<file path="config.mk">
export PLATFORM = sky130hd
export DESIGN_NAME = main_clock
export DESIGN_NICKNAME = d
export VERILOG_FILES = /design/src/rtl/main_clock_pkg.sv /design/src/rtl/main_clock_seg7_decode.sv /design/src/rtl/main_clock.sv
export SDC_FILE = /design/constraint.sdc
export NUM_CORES = 1
export LEC_CHECK = 0
export BUFFER_PORTS_ARGS = -buffer_cell sky130_fd_sc_hd__buf_4
export CORE_MARGIN = 2
export CORE_UTILIZATION = 40
export CTS_CLUSTER_DIAMETER = 80
export CTS_CLUSTER_SIZE = 28
export DETAILED_ROUTE_END_ITERATION = 8
export PLACE_DENSITY = 0.58
export SYNTH_ARGS = -nofsm -noshare
export SYNTH_HDL_FRONTEND = slang
export SYNTH_SLANG_ARGS = --single-unit
</file>
<file path="constraint.sdc">
create_clock -name CP50 -period 4.98 [get_ports CP50]
set_input_delay 0.249 -clock CP50 [delete_from_list [all_inputs] [get_ports CP50]]
set_output_delay 0.249 -clock CP50 [all_outputs]
set_load 0.01 [all_outputs]
</file>
<file path="src/rtl/main_clock_pkg.sv">
// Shared constants and BCD helpers for the main_clock wall clock.
package main_clock_pkg;

   // Active-low segment codes {g,f,e,d,c,b,a}
   localparam logic [6:0] SEG_0     = 7'h40;
   localparam logic [6:0] SEG_1     = 7'h79;
   localparam logic [6:0] SEG_2     = 7'h24;
   localparam logic [6:0] SEG_3     = 7'h30;
   localparam logic [6:0] SEG_4     = 7'h19;
   localparam logic [6:0] SEG_5     = 7'h12;
   localparam logic [6:0] SEG_6     = 7'h02;
   localparam logic [6:0] SEG_7     = 7'h78;
   localparam logic [6:0] SEG_8     = 7'h00;
   localparam logic [6:0] SEG_9     = 7'h10;
   localparam logic [6:0] SEG_BLANK = 7'h7F;

   localparam logic [7:0] SEC_MAX = 8'h59;
   localparam logic [7:0] MIN_MAX = 8'h59;
   localparam logic [7:0] HR_MAX  = 8'h23;
   localparam logic [7:0] HR_NOON = 8'h12;

   localparam logic [7:0] ALARM_RST_HR  = 8'h06;
   localparam logic [7:0] ALARM_RST_MIN = 8'h00;

   // Two-digit BCD increment that wraps to 00 after max.
   function automatic logic [7:0] bcd_inc(input logic [7:0] v, input logic [7:0] max);
      if (v == max)
         return 8'h00;
      else if (v[3:0] == 4'd9)
         return {v[7:4] + 4'd1, 4'h0};
      else
         return {v[7:4], v[3:0] + 4'd1};
   endfunction

   // 24-hour BCD hour to 12-hour BCD hour (00 -> 12, 13..23 -> 01..11).
   function automatic logic [7:0] to_12h(input logic [7:0] h);
      logic [4:0] bin;
      bin = 5'(h[7:4]) * 5'd10 + 5'(h[3:0]);
      if (bin == 5'd0)
         bin = 5'd12;
      else if (bin > 5'd12)
         bin = bin - 5'd12;
      return {4'(bin / 5'd10), 4'(bin % 5'd10)};
   endfunction

endpackage

</file>
<file path="src/rtl/main_clock_seg7_decode.sv">
// BCD digit to active-low seven-segment code; non-decimal nibbles blank the digit.
module seg7_decode
   import main_clock_pkg::*;
(
   input  logic [3:0] bcd,
   output logic [6:0] seg
);

   always_comb begin
      // NOTE: the default arm assigns seg on every path, so no latch is inferred.
      case (bcd)
         4'd0:    seg = SEG_0;
         4'd1:    seg = SEG_1;
         4'd2:    seg = SEG_2;
         4'd3:    seg = SEG_3;
         4'd4:    seg = SEG_4;
         4'd5:    seg = SEG_5;
         4'd6:    seg = SEG_6;
         4'd7:    seg = SEG_7;
         4'd8:    seg = SEG_8;
         4'd9:    seg = SEG_9;
         default: seg = SEG_BLANK;
      endcase
   end

endmodule

</file>
<file path="src/rtl/main_clock.sv">
// 24-hour BCD wall clock with alarm, 12/24-hour view and four seven-segment digits.
module main_clock
   import main_clock_pkg::*;
#(
   parameter int CLK_DIV = 50_000_000
) (
   input  logic       CP50,
   input  logic       nCR,
   input  logic       EN,
   input  logic       Ctrl24To12,
   input  logic       SwitchMHToS,
   input  logic       DisplayA,
   input  logic       AdjH,
   input  logic       AdjM,
   output logic [6:0] HEX3,
   output logic [6:0] HEX2,
   output logic [6:0] HEX1,
   output logic [6:0] HEX0,
   output logic       LEDAlarm,
   output logic       LED0
);

   localparam int DW = (CLK_DIV > 1) ? $clog2(CLK_DIV) : 1;

   logic [DW-1:0] div;
   logic          tick;
   logic [7:0]    sec, min, hr;
   logic [7:0]    a_min, a_hr;
   logic          adj_time;
   logic [7:0]    src_hr, disp_hr, left, right;

   assign tick     = (div == DW'(CLK_DIV - 1));
   assign adj_time = !DisplayA && (AdjH || AdjM);

   // nCR is active-high despite its name.
   always_ff @(posedge CP50 or posedge nCR) begin
      // NOTE: non-blocking assignments keep every register sampling pre-edge values.
      if (nCR)
         div <= '0;
      else if (tick)
         div <= '0;
      else
         div <= div + DW'(1);
   end

   always_ff @(posedge CP50 or posedge nCR) begin
      if (nCR) begin
         sec <= 8'h00;
         min <= 8'h00;
         hr  <= 8'h00;
      end else if (tick) begin
         // Adjusting the time freezes seconds and suppresses carries, even with EN=0.
         if (adj_time) begin
            if (AdjH) hr  <= bcd_inc(hr, HR_MAX);
            if (AdjM) min <= bcd_inc(min, MIN_MAX);
         end else if (EN) begin
            sec <= bcd_inc(sec, SEC_MAX);
            if (sec == SEC_MAX) begin
               min <= bcd_inc(min, MIN_MAX);
               if (min == MIN_MAX) hr <= bcd_inc(hr, HR_MAX);
            end
         end
      end
   end

   always_ff @(posedge CP50 or posedge nCR) begin
      if (nCR) begin
         a_hr  <= ALARM_RST_HR;
         a_min <= ALARM_RST_MIN;
      end else if (tick && DisplayA) begin
         if (AdjH) a_hr  <= bcd_inc(a_hr, HR_MAX);
         if (AdjM) a_min <= bcd_inc(a_min, MIN_MAX);
      end
   end

   always_ff @(posedge CP50 or posedge nCR) begin
      if (nCR)
         LEDAlarm <= 1'b0;
      else
         LEDAlarm <= (hr == a_hr) && (min == a_min);
   end

   always_comb begin
      src_hr  = DisplayA ? a_hr : hr;
      disp_hr = Ctrl24To12 ? to_12h(src_hr) : src_hr;
      if (DisplayA) begin
         left  = disp_hr;
         right = a_min;
      end else if (SwitchMHToS) begin
         left  = disp_hr;
         right = min;
      end else begin
         left  = min;
         right = sec;
      end
   end

   assign LED0 = Ctrl24To12 && (src_hr >= HR_NOON);

   seg7_decode u_hex3 (.bcd(left[7:4]),  .seg(HEX3));
   seg7_decode u_hex2 (.bcd(left[3:0]),  .seg(HEX2));
   seg7_decode u_hex1 (.bcd(right[7:4]), .seg(HEX1));
   seg7_decode u_hex0 (.bcd(right[3:0]), .seg(HEX0));

endmodule

</file>
==> results.py <==
metrics = {
    "run_status": {
        "status": "finished with violations",
        "violations": "hold timing",
    },
    "power": {
        "finalPower_w": 0.00128,
        "power.density_nw_per_um2": 196,
        "ir_drop_mv": 0.198,
        "p_leak_nw": 3.03,
    },
    "synth": {
        "synth_most_common_cell": "dfrtp_1",
        "syn-instance-count": 624,
        "synthFlopType": "dfrtp_1",
        "synthXorXnorAreaFrac_pct": 8.33,
        "synth-simple-area-share_pct": 19.8,
        "ys_seq_area_share_pct": 31.5,
        "synth_top_family_by_area": "simple AND/OR/NAND/NOR gates",
        "ys_seq_elements": 67,
        "synth_edf_count": 0,
        "synthArstFlopShare_pct": 100,
        "yosysTopAreaCell": "dfrtp_1",
        "synthTopCellsByArea": "dfrtp_1 30%, ha_1 12%, xnor2_1 5.3%, nor2_1 4.4%, o21ai_0 4.3%",
        "synth_compound_area_share_pct": 17.3,
        "synthAdderAreaFrac_pct": 12.1,
        "avgSynthCellArea_um2": 8.55,
        "synthMuxAreaShare_pct": 6.14,
        "synth_cell_types": 65,
        "yosys.area.top_type_share_pct": 30.5,
        "syn-num-nets": 683,
        "synthTopCellsByCount": "65 x dfrtp_1, 62 x nor2_1, 56 x nand2_1, 50 x ha_1, 46 x o21ai_0",
        "netlist_area_um2": 5340,
        "yosys_warnings": 0,
    },
    "worst_setup_path": {
        "crit_arrival_ns": 4.61,
        "path_max_fanout": 5,
        "start_kind": "register",
        "worst-r2r-setup-slack_ns": 2.08,
        "end_kind": "primary output",
        "critPathKind": "reg2out",
        "crit_required_ns": 4.73,
    },
    "finish": {
        "fin_area_um2": 6520,
        "drive_gt1_share_pct": 21.6,
        "fin_cells": 867,
        "nets": 745,
        "num_antenna_cells": 0,
        "seq_area_um2": 1680,
        "multiInputGateArea_um2": 3590,
        "synthToLayoutAreaGrowth_pct": 22.2,
        "num-fill-cells": 1250,
    },
    "global_routing": {
        "grt_max_degree": 42,
        "antenna_found_initial": 0,
        "grt.overflow.total": 0,
        "grt_pass1_wl_um": 20900,
        "grt_pass1_vias": 4291,
        "track_usage_pct": 17.8,
    },
    "place": {
        "dp_hpwl_um": 9170,
        "post_dp_cell_area_um2": 5890,
        "port_buffers": 37,
        "place.gp.congestion": 0.875,
        "post-place-ws_ns": -0.104,
        "dp.cells": 832,
    },
    "routing": {
        "vias": 4623,
        "drt_iter0_markers": 257,
        "drc": 0,
        "drtPass1Iterations": 4,
        "final_antenna_net_count": 0,
        "wl_um": 12600,
        "viasPerCell": 5.33,
        "wl_per_cell_um": 14.5,
    },
    "cts": {
        "h-tree-depth": 3,
        "cts.sinks": 67,
        "cts_tree": "done",
        "root_buffer": "clkbuf_16",
        "postCtsHoldBufs": 0,
        "clk_latency_ns": 0.34,
        "cts_buffer_depth": 2,
        "numCtsBuffers": 9,
        "path_clk_slew_ns": 0.06,
    },
    "die": {
        "initial_core_util_pct": 40.6,
        "ios": 38,
        "rows": 42,
        "die_y_um": 119,
        "die_x_um": 119,
        "coreArea_um2": 13100,
        "die-area_um2": 14300,
    },
    "timing": {
        "tns_ns": 0,
        "slew_headroom_pct": 48.3,
        "setup_slack_ns": 0.124,
        "fmax_mhz": 206,
        "hold_ws_ns": -0.00774,
        "fin_crit_ns": 4.86,
        "finClkSkew_ns": 0.00929,
        "setup_viol": 0,
        "final_max_slew_viol_count": 0,
        "rsz0062_at_grt": "yes",
        "finalCritPeriodShare_pct": 97.5,
        "hold_viol_final": 20,
        "worst_pin_slew_ns": 0.776,
    },
    "worst_hold_path": {
        "hold_class": "in2async",
    },
    "job": {
        "maxCapViolCount": 0,
    },
}
==> report_power, final <==
part / leakage, nW / total, W / switching (W) / internal (W)
Clock: 0.142 / 0.000645 / 0.000242 / 0.000403
Sequential: 0.898 / 0.000545 / 0 / 0.000545
Combinational: 1.99 / 0.0000899 / 0.0000539 / 0.0000361
Total: 3.03 / 0.00128 / 0.000296 / 0.000984
==> through the flow <==
stage                     hold WS (ns)  utilization, %
after global placement           0.370            44.8
after floorplan                  0.438               -
final                         -0.00774            49.6
after CTS                       0.0106            48.6
after global routing            0.0361            49.6
after detailed placement         0.370            44.8
==> logic make-up after synthesis <==
logic type / Yosys count
AO/OA/AOI/OAI: 147
buffers and inverters: 64
flip-flops: 67
XOR/XNOR: 49
multiplexers: 31
AND/OR/NAND/NOR: 215
adder cells (fa/ha/maj): 51
==> critical path, stage by stage, from the launching register on <==
cell      delay, ns
dfrtp_2        0.42
mux2i_4        0.16
inv_2          0.09
ha_4           0.17
fa_2           0.58
inv_1          0.07
ha_1           0.21
nand2_2        0.07
a21oi_2        0.06
or2_4          0.28
xnor2_4        0.16
ha_4           0.18
nor2_4         0.09
o21ai_2        0.07
nor4_4         0.18
a211oi_2       0.08
xnor2_1        0.14
a221o_1        0.39
buf_4          0.17
ha_1           0.20
mux2i_1        0.21
a21oi_1        0.13
buf_4          0.16
==> metal layers <==
layer | share of wire (%) | up-vias | global-route usage, %
li1 | - | 2310 | -
met1 | 49 | 2230 | 24.6
met2 | 47 | 70 | 28.5
met3 | 3.6 | 13 | 4.75
met4 | 1.1 | 0 | 3.38
met5 | 0 | - | 0
==> cell usage in the layout, fill, tap and decap left out, types with 4 or more instances in the layout <==
| master | instances |
|---|---|
| nand4_1 | 9 |
| o21a_1 | 4 |
| nand2b_1 | 6 |
| xor2_1 | 15 |
| ha_1 | 43 |
| dfrtp_1 | 64 |
| a22oi_1 | 7 |
| xnor2_1 | 31 |
| or3_1 | 6 |
| nor4_1 | 4 |
| inv_1 | 33 |
| o21ai_1 | 4 |
| a21oi_2 | 5 |
| mux2i_1 | 16 |
| o21ai_0 | 44 |
| nor3_1 | 13 |
| nor2_1 | 61 |
| ha_4 | 5 |
| nand3_1 | 25 |
| a21o_1 | 9 |
| o31ai_1 | 5 |
| and3_1 | 9 |
| clkbuf_16 | 9 |
| inv_2 | 4 |
| buf_4 | 77 |
| o22ai_1 | 4 |
| mux2_2 | 9 |
| a21oi_1 | 39 |
| nand2_1 | 55 |
==> worst paths after layout <==
check                           cells past startpoint                 from                    to
max in group asynchronous                           3                  nCR   a_hr[4]$_DFFE_PP0P_
worst max-delay path                               22  a_hr[4]$_DFFE_PP0P_               HEX2[0]
worst max register to register                      9     div[2]$_DFF_PP0_    min[7]$_DFFE_PP0P_
worst min-delay path                                2                  nCR      div[2]$_DFF_PP0_
min in group CP50                                   3                 AdjM  a_min[2]$_DFFE_PP0P_
worst min register to register                      1     div[4]$_DFF_PP0_      div[4]$_DFF_PP0_
==> state kept, by name, indices dropped and copies added (netlist names) <==
| signal | count |
|---|---|
| LEDAlarm | 1 |
| a_hr | 8 |
| a_min | 8 |
| div | 26 |
| hr | 8 |
| min | 8 |
| sec | 8 |
==> layout make-up <==
| cell class | count | area share, % |
|---|---|---|
| clock buffers | 11 | 3.72 |
| multi-input cells | 493 | 55.1 |
| clock inverters | 5 | 0.959 |
| well taps | 176 | 3.38 |
| inverters | 38 | 2.21 |
| repair buffers | 77 | 8.86 |
| flip-flops and latches | 67 | 25.8 |
==> timing repair <==
item	CTS	global route
buffers inserted	12	7
resized for setup	20	16
endpoints found under the setup margin	14	14
pin swaps	12	14
Note: power is estimated with default switching activity, not from simulation.
